## src/rtl/memory_arbiter_pkg.sv

```systemverilog
// ---------------------------------------------------------------------------
// memory_arbiter_pkg
// Shared types for the cache/RAM arbiter: data word type, RAM controller
// status encoding, arbiter state encoding, default widths and the grant
// selection helper used in every arbitration cycle.
// ---------------------------------------------------------------------------
package memory_arbiter_pkg;

  localparam int DEF_ADDR_W     = 32;
  localparam int DEF_WORD_W     = 32;
  localparam int DEF_STARVE_MAX = 4;

  typedef logic [DEF_WORD_W-1:0] word_t;

  typedef enum logic [1:0] {
    FREE   = 2'd0,
    BUSY   = 2'd1,
    ACCESS = 2'd2,
    ERROR  = 2'd3
  } ramstate_t;

  typedef enum logic [1:0] {
    IDLE = 2'd0,
    IGNT = 2'd1,
    DGNT = 2'd2
  } arb_state_t;

  // dcache wins a tie unless the icache has been starved long enough.
  function automatic arb_state_t arb_pick(input logic ireq, input logic dreq,
                                          input logic starved);
    arb_state_t pick;
    if (ireq && dreq) begin
      pick = starved ? IGNT : DGNT;
    end else if (ireq) begin
      pick = IGNT;
    end else if (dreq) begin
      pick = DGNT;
    end else begin
      pick = IDLE;
    end
    return pick;
  endfunction

endpackage

```

## src/rtl/memory_arbiter_if.sv

```systemverilog
// ---------------------------------------------------------------------------
// memory_arbiter_if
// Bundles the icache, dcache and RAM-controller signals seen by the arbiter.
//   icache : iREN, iaddr (to arbiter); iload, iwait (from arbiter)
//   dcache : dREN, dWEN, daddr, dstore (to arbiter); dload, dwait (from arbiter)
//   RAM    : ramREN, ramWEN, ramaddr, ramstore (from arbiter);
//            ramload, ramstate (to arbiter)
// Modport slave is the arbiter's view; master is the environment's view.
// ---------------------------------------------------------------------------
interface memory_arbiter_if #(
  parameter int ADDR_W = memory_arbiter_pkg::DEF_ADDR_W,
  parameter int WORD_W = memory_arbiter_pkg::DEF_WORD_W
);
  import memory_arbiter_pkg::*;

  logic              iREN;
  logic [ADDR_W-1:0] iaddr;
  logic [WORD_W-1:0] iload;
  logic              iwait;

  logic              dREN;
  logic              dWEN;
  logic [ADDR_W-1:0] daddr;
  logic [WORD_W-1:0] dstore;
  logic [WORD_W-1:0] dload;
  logic              dwait;

  logic              ramREN;
  logic              ramWEN;
  logic [ADDR_W-1:0] ramaddr;
  logic [WORD_W-1:0] ramstore;
  logic [WORD_W-1:0] ramload;
  ramstate_t         ramstate;

  modport slave (
    input  iREN, iaddr, dREN, dWEN, daddr, dstore, ramload, ramstate,
    output iload, iwait, dload, dwait, ramREN, ramWEN, ramaddr, ramstore
  );

  modport master (
    output iREN, iaddr, dREN, dWEN, daddr, dstore, ramload, ramstate,
    input  iload, iwait, dload, dwait, ramREN, ramWEN, ramaddr, ramstore
  );

endinterface

```

## src/rtl/memory_arbiter.sv

```systemverilog
// ---------------------------------------------------------------------------
// memory_arbiter
// Shares the single RAM port between the icache fill path and the dcache
// fill/writeback path. The grant is registered (IDLE/IGNT/DGNT); while a
// grant is held the RAM is driven combinationally from the granted cache's
// live request so a dropped request removes the RAM enable immediately.
// dcache has priority; a starvation counter forces an icache grant after
// STARVE_MAX consecutive denied icache-request cycles.
// Ports:
//   CLK  : system clock, rising edge
//   nRST : asynchronous active-low reset
//   bus  : memory_arbiter_if.slave (icache, dcache and RAM controller signals)
// ---------------------------------------------------------------------------
module memory_arbiter
  import memory_arbiter_pkg::*;
#(
  parameter int STARVE_MAX = DEF_STARVE_MAX
) (
  input  logic               CLK,
  input  logic               nRST,
  memory_arbiter_if.slave    bus
);

  localparam int               CNT_W      = $clog2(STARVE_MAX + 1);
  localparam logic [CNT_W-1:0] STARVE_LIM = CNT_W'(STARVE_MAX);

  arb_state_t       r_state;
  logic [CNT_W-1:0] r_starve_cnt;

  arb_state_t       w_nxtstate;
  logic [CNT_W-1:0] w_starve_nxt;
  logic             w_dreq;
  logic             w_access;
  logic             w_icomplete;
  logic             w_dcomplete;
  logic             w_rearb;

  // Grant state and icache starvation counter.
  always_ff @(posedge CLK or negedge nRST) begin
    if (!nRST) begin
      r_state      <= IDLE;
      r_starve_cnt <= '0;
    end else begin
      r_state      <= w_nxtstate;
      r_starve_cnt <= w_starve_nxt;
    end
  end

  // RAM steering, wait generation and next-grant selection.
  always_comb begin
    w_dreq       = bus.dREN | bus.dWEN;
    w_access     = (bus.ramstate == ACCESS);
    w_icomplete  = (r_state == IGNT) & bus.iREN & w_access;
    w_dcomplete  = (r_state == DGNT) & w_dreq & w_access;

    bus.ramREN   = 1'b0;
    bus.ramWEN   = 1'b0;
    bus.ramaddr  = '0;
    bus.ramstore = '0;
    w_rearb      = 1'b0;

    case (r_state)
      IDLE: begin
        w_rearb = 1'b1;
      end
      IGNT: begin
        bus.ramREN  = bus.iREN;
        bus.ramaddr = bus.iaddr;
        // Completion or a flushed request both free the port this cycle.
        w_rearb     = w_icomplete | ~bus.iREN;
      end
      DGNT: begin
        // A write wins when the dcache asserts both enables.
        bus.ramWEN   = bus.dWEN;
        bus.ramREN   = bus.dREN & ~bus.dWEN;
        bus.ramaddr  = bus.daddr;
        bus.ramstore = bus.dstore;
        w_rearb      = w_dcomplete | ~w_dreq;
      end
      default: begin
        w_rearb = 1'b1;
      end
    endcase

    bus.iwait = bus.iREN & ~w_icomplete;
    bus.dwait = w_dreq & ~w_dcomplete;
    bus.iload = bus.ramload;
    bus.dload = bus.ramload;

    if (w_rearb) begin
      w_nxtstate = arb_pick(bus.iREN, w_dreq, r_starve_cnt == STARVE_LIM);
    end else begin
      w_nxtstate = r_state;
    end

    if (bus.iREN && !w_icomplete) begin
      if (r_starve_cnt == STARVE_LIM) begin
        w_starve_nxt = r_starve_cnt;
      end else begin
        w_starve_nxt = r_starve_cnt + CNT_W'(1);
      end
    end else begin
      w_starve_nxt = '0;
    end
  end

endmodule

```

## src/flat_wrapper.sv

```systemverilog
// flat-port wrapper written by rule: the top's interface ports become plain ports
module memory_arbiter_flat import memory_arbiter_pkg::*;
#(
  parameter int STARVE_MAX = DEF_STARVE_MAX
)
  (CLK, nRST, bus_iREN, bus_iaddr, bus_dREN, bus_dWEN, bus_daddr, bus_dstore, bus_ramload, bus_ramstate, bus_iload, bus_iwait, bus_dload, bus_dwait, bus_ramREN, bus_ramWEN, bus_ramaddr, bus_ramstore);
  memory_arbiter_if bus_i ();
  input  logic CLK;
  input  logic nRST;
  input wire logic [$bits(bus_i.iREN)-1:0] bus_iREN;
  input wire logic [$bits(bus_i.iaddr)-1:0] bus_iaddr;
  input wire logic [$bits(bus_i.dREN)-1:0] bus_dREN;
  input wire logic [$bits(bus_i.dWEN)-1:0] bus_dWEN;
  input wire logic [$bits(bus_i.daddr)-1:0] bus_daddr;
  input wire logic [$bits(bus_i.dstore)-1:0] bus_dstore;
  input wire logic [$bits(bus_i.ramload)-1:0] bus_ramload;
  input wire logic [$bits(bus_i.ramstate)-1:0] bus_ramstate;
  output wire logic [$bits(bus_i.iload)-1:0] bus_iload;
  output wire logic [$bits(bus_i.iwait)-1:0] bus_iwait;
  output wire logic [$bits(bus_i.dload)-1:0] bus_dload;
  output wire logic [$bits(bus_i.dwait)-1:0] bus_dwait;
  output wire logic [$bits(bus_i.ramREN)-1:0] bus_ramREN;
  output wire logic [$bits(bus_i.ramWEN)-1:0] bus_ramWEN;
  output wire logic [$bits(bus_i.ramaddr)-1:0] bus_ramaddr;
  output wire logic [$bits(bus_i.ramstore)-1:0] bus_ramstore;
  assign bus_i.iREN = bus_iREN;
  assign bus_i.iaddr = bus_iaddr;
  assign bus_i.dREN = bus_dREN;
  assign bus_i.dWEN = bus_dWEN;
  assign bus_i.daddr = bus_daddr;
  assign bus_i.dstore = bus_dstore;
  assign bus_i.ramload = bus_ramload;
  assign bus_i.ramstate = bus_ramstate;
  assign bus_iload = bus_i.iload;
  assign bus_iwait = bus_i.iwait;
  assign bus_dload = bus_i.dload;
  assign bus_dwait = bus_i.dwait;
  assign bus_ramREN = bus_i.ramREN;
  assign bus_ramWEN = bus_i.ramWEN;
  assign bus_ramaddr = bus_i.ramaddr;
  assign bus_ramstore = bus_i.ramstore;
  memory_arbiter #(.STARVE_MAX(STARVE_MAX)) u_core (.CLK(CLK), .nRST(nRST), .bus(bus_i));
endmodule
```

## config.mk

```make
export PLATFORM = sky130hd
export DESIGN_NAME = memory_arbiter_flat
export DESIGN_NICKNAME = d
export VERILOG_FILES = /design/src/rtl/memory_arbiter_pkg.sv /design/src/rtl/memory_arbiter_if.sv /design/src/rtl/memory_arbiter.sv /design/src/flat_wrapper.sv
export SDC_FILE = /design/constraint.sdc
export NUM_CORES = 1
export LEC_CHECK = 0
export BUFFER_PORTS_ARGS = -buffer_cell sky130_fd_sc_hd__buf_2
export CAP_MARGIN = 5
export CORE_AREA = 3 3 102 104
export CTS_CLUSTER_SIZE = 30
export DETAILED_ROUTE_END_ITERATION = 16
export DIE_AREA = 0 0 105 107
export GPL_TIMING_DRIVEN = 0
export PLACE_DENSITY = 0.52
export SYNTH_ARGS = -nofsm -noshare
export SYNTH_HDL_FRONTEND = slang
export SYNTH_SLANG_ARGS = --single-unit
```

## constraint.sdc

```tcl
create_clock -name CLK -period 4.17 [get_ports CLK]
set_input_delay 0.417 -clock CLK [delete_from_list [all_inputs] [get_ports CLK]]
set_output_delay 0.417 -clock CLK [all_outputs]
set_load 0.02 [all_outputs]
```

# After elaboration in Yosys (flattened, before gate mapping)
# Cells that the tools add are included.
op_classes:
  add_sub_neg: 1
  eq_ne: 5
  n_mux: 11
  bitwise: 15
  n_reduce_logical: 3
op_table:
  columns: ["operator", "count"]
  rows:
  - ["$pmux W32 S2", 1]
  - ["$mux W32", 1]
  - ["$mux W2", 4]
  - ["$and A1 B1 Y1", 7]
  - ["$mux W3", 2]
  - ["$not A1 Y1", 5]
  - ["$eq A2 B2 Y1 const B", 2]
  - ["$pmux W1 S2", 2]
  - ["$add A3 B1 Y3 const B", 1]
  - ["$eq A3 B3 Y1 const B", 1]
  - ["$or A1 B1 Y1", 3]
  - ["$eq A2 B1 Y1 const B", 1]
  - ["$logic_and A1 B1 Y1", 2]
  - ["$ne A2 B2 Y1 const B", 1]
  - ["$logic_not A1 Y1", 1]
  - ["$mux W1", 1]
totals:
  regBits: 5
  out_inout_bits: 132

# Logic depth before layout (Yosys ltp)
# Gate-level depths: netlist of the first run.
logic_depth:
  ltp_word: 6
  ltp_mapped: 7
  mapped_depth_nobuf: 6

# Worst setup path before layout of the first run
# Ideal clock, no wire load.
synth_timing:
  path_kind: "register to output"
  from: "register u_core.r_state[0]"
  to: "output port bus_ramaddr[0]"
  arrival_ns: 1.345
  t_required_ns: 3.753
  slack_ns: 2.408
  stages_incl_launch_ff: 6
  path_buffers: 2
  cell_sequence: "dfrtp_1 -> inv_1 -> ha_1 -> buf_4 -> clkbuf_1 -> nor2_1"
synth_via:
  elab_chain_len: 2
  word_cells_on_any_way: 3
  classes_between: "2 x eq/ne; 1 x mux"
synth_lines:
  columns: ["item", "line_no", "text"]
  rows:
  - ["from (decl)", "memory_arbiter.sv:27", "arb_state_t r_state;"]
  - ["from (signal assigned)", "memory_arbiter.sv:44", "r_state <= w_nxtstate;"]
  - ["$eq A2 B2 Y1 / $eq A2 B1 Y1 (equally long branches)", "memory_arbiter.sv:62", "case (r_state)"]
  - ["$pmux W32 S2 *", "memory_arbiter.sv:62", null]
  - ["to (decl)", "flat_wrapper.sv:24", "output wire logic [$bits(bus_i.ramaddr)-1:0] bus_ramaddr;"]
# Mark *: on every way between the ends. The rest lies on a longest branch, timed or not.

# Worst setup path in the final report of the first run
layout_timing:
  from: "register u_core.r_state[0]"
  to: "output port bus_ramaddr[6]"
# The elaborated chain is that of the path after synthesis.

==> results of run 1 <==
==> worst max-delay path: stages (launching register included) <==
cell and delay (ns):
dfrtp_1 0.37, inv_1 0.05, ha_1 0.29, buf_4 0.18, clkbuf_1 0.38, nor2_1 0.11, buf_2 0.18
==> worst paths after layout <==
kind	slack, ns	endpoint	cells past startpoint
setup / recovery	1.96	bus_ramaddr[6]	6
hold / removal	0.51	u_core.r_state[1]$_DFFE_PN0P_	1
setup reg to reg	2.70	u_core.r_state[1]$_DFFE_PN0P_	6
hold reg to reg	0.51	u_core.r_state[1]$_DFFE_PN0P_	1
max in group asynchronous	3.50	u_core.r_starve_cnt[1]$_DFFE_PN0P_	2
min in group asynchronous	0.54	u_core.r_state[0]$_DFFE_PN0P_	2
==> per-stage QoR <==
step,setup slack [ns],total power [mW],hold WS [ns],utilization,cell area [um2]
6_report,1.96,1.59,0.507,0.300,2900
5_1_grt,1.79,1.74,0.513,0.300,2900
4_1_cts,1.95,1.62,0.510,0.300,2900
3_5_place_dp,2.19,1.53,0.237,0.295,2840
3_3_place_gp,2.18,1.52,0.236,0.295,2840
2_1_floorplan,2.41,1.04,0.121,-,1500
==> per-layer routing <==
layer  GRT usage  wire, um  share of wire  vias up
li1            -         -              -     1147
met1       0.133      2860           0.39     1009
met2       0.221      3770           0.51      140
met3      0.0271       718          0.097        7
met4      0.0206        44         0.0059        0
met5           0         0              0        -
==> kinds of logic (layout without fill, tap and decap cells) <==
family,Yosys count,in the layout,share of synthesized area
buffers and inverters,86,325,0.396
AND/OR/NAND/NOR,83,83,0.276
AO/OA/AOI/OAI,43,43,0.206
flip-flops,5,5,0.0833
adder cells (fa/ha/maj),4,4,0.0333
XOR/XNOR,1,1,0.00583
==> flip-flops by register name (all words and copies together) (netlist names) <==
signal	cells
u_core.r_starve_cnt	3
u_core.r_state	2
==> layout by cell type (no fill, tap or decap) <==
master | synthesis | final
nor2b_4 | 1 | 1
a21oi_1 | 4 | 4
nor3_1 | 1 | 1
a22oi_1 | 32 | 32
a211oi_1 | 2 | 2
clkbuf_8 | 0 | 3
clkbuf_1 | 5 | 6
dlygate4sd3_1 | 0 | 1
buf_2 | 7 | 241
a32o_1 | 1 | 1
nand3b_1 | 1 | 1
o21ai_0 | 1 | 1
and2_1 | 33 | 33
nand2_1 | 7 | 7
nor2_2 | 1 | 1
and3_1 | 1 | 1
buf_6 | 2 | 2
xnor2_1 | 1 | 1
a21o_1 | 1 | 1
o21ai_1 | 1 | 1
nand3_1 | 1 | 1
dfrtp_1 | 5 | 5
ha_1 | 4 | 4
o22ai_1 | 1 | 1
nor2_1 | 37 | 37
inv_1 | 6 | 6
buf_4 | 66 | 66
==> power groups by stage <==
stage          clock network [mW]  registers, mW  logic, mW
2_1_floorplan                   0         0.0743      0.968
3_3_place_gp                    0         0.0768       1.44
3_5_place_dp                    0         0.0781       1.45
4_1_cts                    0.0927         0.0774       1.45
5_1_grt                    0.0982         0.0789       1.56
6_report                   0.0904         0.0776       1.43
==> cell type report <==
class | count | share of cell area
plain buffers | 80 | 0.197
well taps | 133 | 0.0575
multi-input cells | 131 | 0.271
repair buffers | 235 | 0.408
clock buffers | 4 | 0.0156
inverters | 6 | 0.00778
flip-flops and latches | 5 | 0.0432
==> what timing repair did <==
action | CTS | global route
setup buffers | 0 | 0
hold endpoints to repair | 5 | 0
endpoints found under the setup margin | 0 | 0
hold buffers | 1 | 0
==> results.json, run 1 <==
{
  "cp-start-kind": "flop",
  "routed_via_density": 3.88,
  "fin_nets": 601,
  "fin_worst_skew_ns": 0.00169,
  "cp_max_fo": 10,
  "fin_crit_sh": 0.529,
  "hpwlAfterDp_um": 6500,
  "p_sw_mw": 0.938,
  "initial_core_util": 0.156,
  "ys_seq_area_frac": 0.0833,
  "period_minus_slack_ns": 2.21,
  "min-delay-start": "u_core.r_state[1]$_DFFE_PN0P_",
  "multi_input_area_um2": 783,
  "power_leakage_nw": 1.77,
  "pwr-share-seq": 0.049,
  "status": "completed",
  "ctsResizeCount": 0,
  "vdd_drop_max_mv": 0.262,
  "synth.most_common_cell": "buf_4",
  "grt_max_degree": 11,
  "clockRootBuffer": "clkbuf_8",
  "cts_max_path_buffers": 2,
  "rsz0062_at_grt": "no",
  "clk_pin_slew_worst_paths_ns": 0.03,
  "min_path_type": "flop to flop",
  "slew_viol_final": 0,
  "htree_levels": 1,
  "crit_required_ns": 3.75,
  "cp.arrival_ns": 1.79,
  "antenna_cells": 0,
  "regArea_um2": 125,
  "crit_start": "u_core.r_state[0]$_DFFE_PN0P_",
  "grt_first_pass_wirelength_um": 10700,
  "netlist_area_um2": 1500,
  "wl_um": 7400,
  "insertion_delay_ns": 0.22,
  "synth-edff-count": 0,
  "tns_ns": 0,
  "clock_power_share": 0.057,
  "tightest_slew_ns": 0.438,
  "cellPowerDensity_nw_per_um2": 551,
  "synth_area_leaders": "buf_4 33%, a22oi_1 16%, and2_1 14%",
  "io_pins": 267,
  "cts_tree": "yes",
  "synth_seq_cells": 5,
  "track_usage": 0.116,
  "wl_per_cell_um": 12.4,
  "yosysWarningCount": 0,
  "areaGrowthSynthToFinish_pct": 92.7,
  "firstDrtPassIters": 4,
  "end_kind": "output pin",
  "avgSynthCellArea_um2": 6.77,
  "fmax_mhz": 453,
  "place.gp.congestion": 0.788,
  "setup_violations": 0,
  "die_x_um": 105,
  "synth_nets": 361,
  "r2r_start": "u_core.r_state[0]$_DFFE_PN0P_",
  "fill_cells": 1098,
  "die_area_um2": 11200,
  "crit_type": "flop to output pin",
  "fin_cells": 594,
  "antenna_left": 0,
  "grt_overflow": 0,
  "swShare": 0.588,
  "max-slew-margin-rel": 0.708,
  "hold_viol": 0,
  "dieHeight_um": 107,
  "synth_common_cells": "66 x buf_4, 37 x nor2_1, 33 x and2_1, 32 x a22oi_1",
  "drtIter0Drc": 113,
  "coreArea_um2": 9640,
  "antenna_found_initial": 0,
  "synth_cells": 222,
  "cap_violations": 0,
  "synth_top_area_share": 0.330,
  "rows": 36,
  "p_int_mw": 0.656,
  "cts.sinks": 5,
  "first_global_vias": 2175,
  "placement.io_buffers": 234,
  "dpl.cell_count": 589,
  "drive_gt1_frac": 0.681,
  "drc_errors": 0,
  "vias": 2303,
  "ys_types": 25,
  "numCtsBuffers": 3,
  "synth_area_leader_cell": "buf_4",
  "synth-main-ff-cell": "dfrtp_1",
  "async_flop_share": 1.00,
  "share_comb_of_total_power": 0.895
}
No activity file was read; power rests on OpenSTA's default activity.
==> run 2, diff against run 1 <==
- ABC_AREA: default -> 1
- CORE_AREA: 3 3 102 104 -> 3 3 103 105
- DIE_AREA: 0 0 105 107 -> 0 0 106 108
- clock period: 4.17 -> 2.2 ns (I/O delays scaled with it)
==> results.json, run 2 <==
{
  "synth_compound_area_frac": 0.127,
  "cts_max_path_buffers": 2,
  "wl_per_cell_um": 11.6,
  "place.gp.congestion": 0.777,
  "cpLargestDelayFamily": "buffers and inverters",
  "synth-main-ff-cell": "dfrtp_1",
  "fin_nets": 676,
  "placement.io_buffers": 234,
  "synth-edff-count": 0,
  "holdWs_ns": 0.325,
  "cap_violations": 0,
  "power_leakage_nw": 2.08,
  "io_pins": 267,
  "crit_type": "flop to output pin",
  "wl_um": 7790,
  "cellPowerDensity_nw_per_um2": 1080,
  "final_common_cell": "buf_2",
  "ys_seq_area_frac": 0.0783,
  "end_kind": "output pin",
  "final_cell_mix": "243 x buf_2, 110 x nand2_1, 69 x buf_4",
  "largest_reg_flops": 3,
  "firstDrtPassIters": 6,
  "fin_crit_sh": 0.869,
  "coreArea_um2": 9730,
  "ys_types": 15,
  "worst-path-buf-inv": 4,
  "drtIter0Drc": 98,
  "htree_levels": 1,
  "cp.arrival_ns": 1.69,
  "avgSynthCellArea_um2": 5.38,
  "insertion_delay_ns": 0.22,
  "min_path_type": "primary input to flop",
  "slew_viol_final": 0,
  "synth_nets": 436,
  "drc_errors": 0,
  "fill_cells": 1137,
  "drive_gt1_frac": 0.591,
  "cts.sinks": 5,
  "synthAdderAreaFrac": 0.0313,
  "dpl.cell_count": 664,
  "numCtsBuffers": 3,
  "clk_pin_slew_worst_paths_ns": 0.04,
  "ctsResizeCount": 0,
  "max-slew-margin-rel": 0.815,
  "synthMuxAreaShare": 0,
  "r2r_start": "u_core.r_state[1]$_DFFE_PN0P_",
  "rsz0062_at_grt": "no",
  "vias": 2525,
  "min-delay-start": "bus_iREN",
  "synth.most_common_cell": "nand2_1",
  "rows": 36,
  "routed_via_density": 3.77,
  "hpwlAfterDp_um": 6820,
  "first_global_vias": 2324,
  "die_x_um": 106,
  "synth-xor-area-share": 0.00548,
  "fin_worst_skew_ns": 0.00529,
  "fin_cells": 669,
  "async_flop_share": 1.00,
  "grt_first_pass_wirelength_um": 11100,
  "antenna_left": 0,
  "antenna_cells": 0,
  "synth_top_area_share": 0.324,
  "synth_common_cells": "110 x nand2_1, 69 x buf_4, 47 x inv_1, 36 x a21oi_1, 9 x buf_2",
  "yosys.area_share.simple": 0.286,
  "clockRootBuffer": "clkbuf_8",
  "tns_ns": 0,
  "period_minus_slack_ns": 1.91,
  "initial_core_util": 0.164,
  "hold_viol": 0,
  "cp-start-kind": "flop",
  "largest_registers": "u_core.r_starve_cnt: 3 flops, u_core.r_state: 2 flops",
  "top_layer": "met4",
  "fmax_mhz": 523,
  "synth_seq_cells": 5,
  "vdd_drop_max_mv": 0.435,
  "crit_required_ns": 1.98,
  "crit_start": "u_core.r_state[0]$_DFFE_PN0P_",
  "areaGrowthSynthToFinish_pct": 87.2,
  "die_area_um2": 11400,
  "grt_overflow": 0,
  "drt-met1-wl_um": 3000,
  "synth_top_family_by_area": "buffers and inverters",
  "setup_violations": 0,
  "wl_met2_um": 4100,
  "grt_max_degree": 11,
  "cp_max_fo": 10,
  "cts_tree": "yes",
  "synth_area_leaders": "buf_4 32%, nand2_1 26%, a21oi_1 11%",
  "cp_slowest_cell": "dfrtp_1",
  "cp_cell_sequence": "inv_1 > ha_1 > buf_2 > buf_2 > a21oi_1 > buf_2",
  "yosysWarningCount": 0,
  "regMostFlops": "u_core.r_starve_cnt",
  "multi_input_area_um2": 718,
  "track_usage": 0.117,
  "tightest_slew_ns": 0.277,
  "status": "completed",
  "dieHeight_um": 108,
  "antenna_found_initial": 0,
  "synth_area_leader_cell": "buf_4",
  "max_stage_delay_ns": 0.37,
  "crit_top_cell": "buf_2",
  "dr_wl_met3_um": 633,
  "synth_cells": 297,
  "regArea_um2": 125,
  "netlist_area_um2": 1600
}
## run 2: worst reg2reg max path: cells and delay by family (launching register included)
kind	cells	cell delay, ns
AO/OA/AOI/OAI	1	0.11
adder cells (fa/ha/maj)	1	0.17
buffers and inverters	3	0.29
flip-flops	1	0.38
AND/OR/NAND/NOR	3	0.23
## run 2: final cells by class
cell class / count / area share
plain buffers: 79 / 0.192
well taps: 133 / 0.0556
repair buffers: 235 / 0.395
flip-flops and latches: 5 / 0.0418
multi-input cells: 165 / 0.240
inverters: 48 / 0.0603
clock buffers: 4 / 0.0151
## run 2: path summary, 6_finish.rpt
check | endpoint | slack, ns | depth (start not counted)
worst min register to register | u_core.r_starve_cnt[1]$_DFFE_PN0P_ | 0.54 | 2
max in group asynchronous | u_core.r_starve_cnt[0]$_DFFE_PN0P_ | 1.72 | 2
worst max register to register | u_core.r_state[1]$_DFFE_PN0P_ | 0.92 | 8
worst max-delay path | bus_ramaddr[31] | 0.29 | 6
worst min-delay path | u_core.r_starve_cnt[2]$_DFFE_PN0P_ | 0.33 | 3
min in group asynchronous | u_core.r_state[1]$_DFFE_PN0P_ | 0.34 | 2
## run 2: power breakdown
part           leakage [nW]  internal [mW]  switching [mW]  total [mW]
sequential           0.0641          0.134          0.0345       0.169
combinational          1.99          0.958            1.95        2.90
clock                0.0228          0.125          0.0466       0.171
total                  2.08           1.22            2.03        3.24
## run 2: stage by stage
step / setup slack [ns] / utilization / cell area [um2] / power [mW]
after floorplan: 0.665 / - / 1600 / 2.09
after global placement: 0.478 / 0.302 / 2940 / 3.09
after detailed placement: 0.493 / 0.302 / 2940 / 3.12
after CTS: 0.246 / 0.307 / 2990 / 3.31
after global routing: 0.141 / 0.307 / 2990 / 3.57
final: 0.288 / 0.307 / 2990 / 3.24
## run 2: kinds of logic (layout without fill, tap and decap cells)
family / after synthesis / in the layout
flip-flops: 5 / 5
AO/OA/AOI/OAI: 40 / 40
AND/OR/NAND/NOR: 120 / 120
buffers and inverters: 127 / 366
adder cells (fa/ha/maj): 4 / 4
XOR/XNOR: 1 / 1
## run 2: per-layer routing
layer,up-vias,track usage
met1,1096,0.139
met5,-,0
met4,0,0.0120
met2,129,0.225
met3,6,0.0209
li1,1294,-
## run 2: timing repair
action / 4_1_cts / 5_1_grt
setup buffers: 0 / 0
hold buffers: 1 / 0
endpoints found under the hold margin: 5 / 0
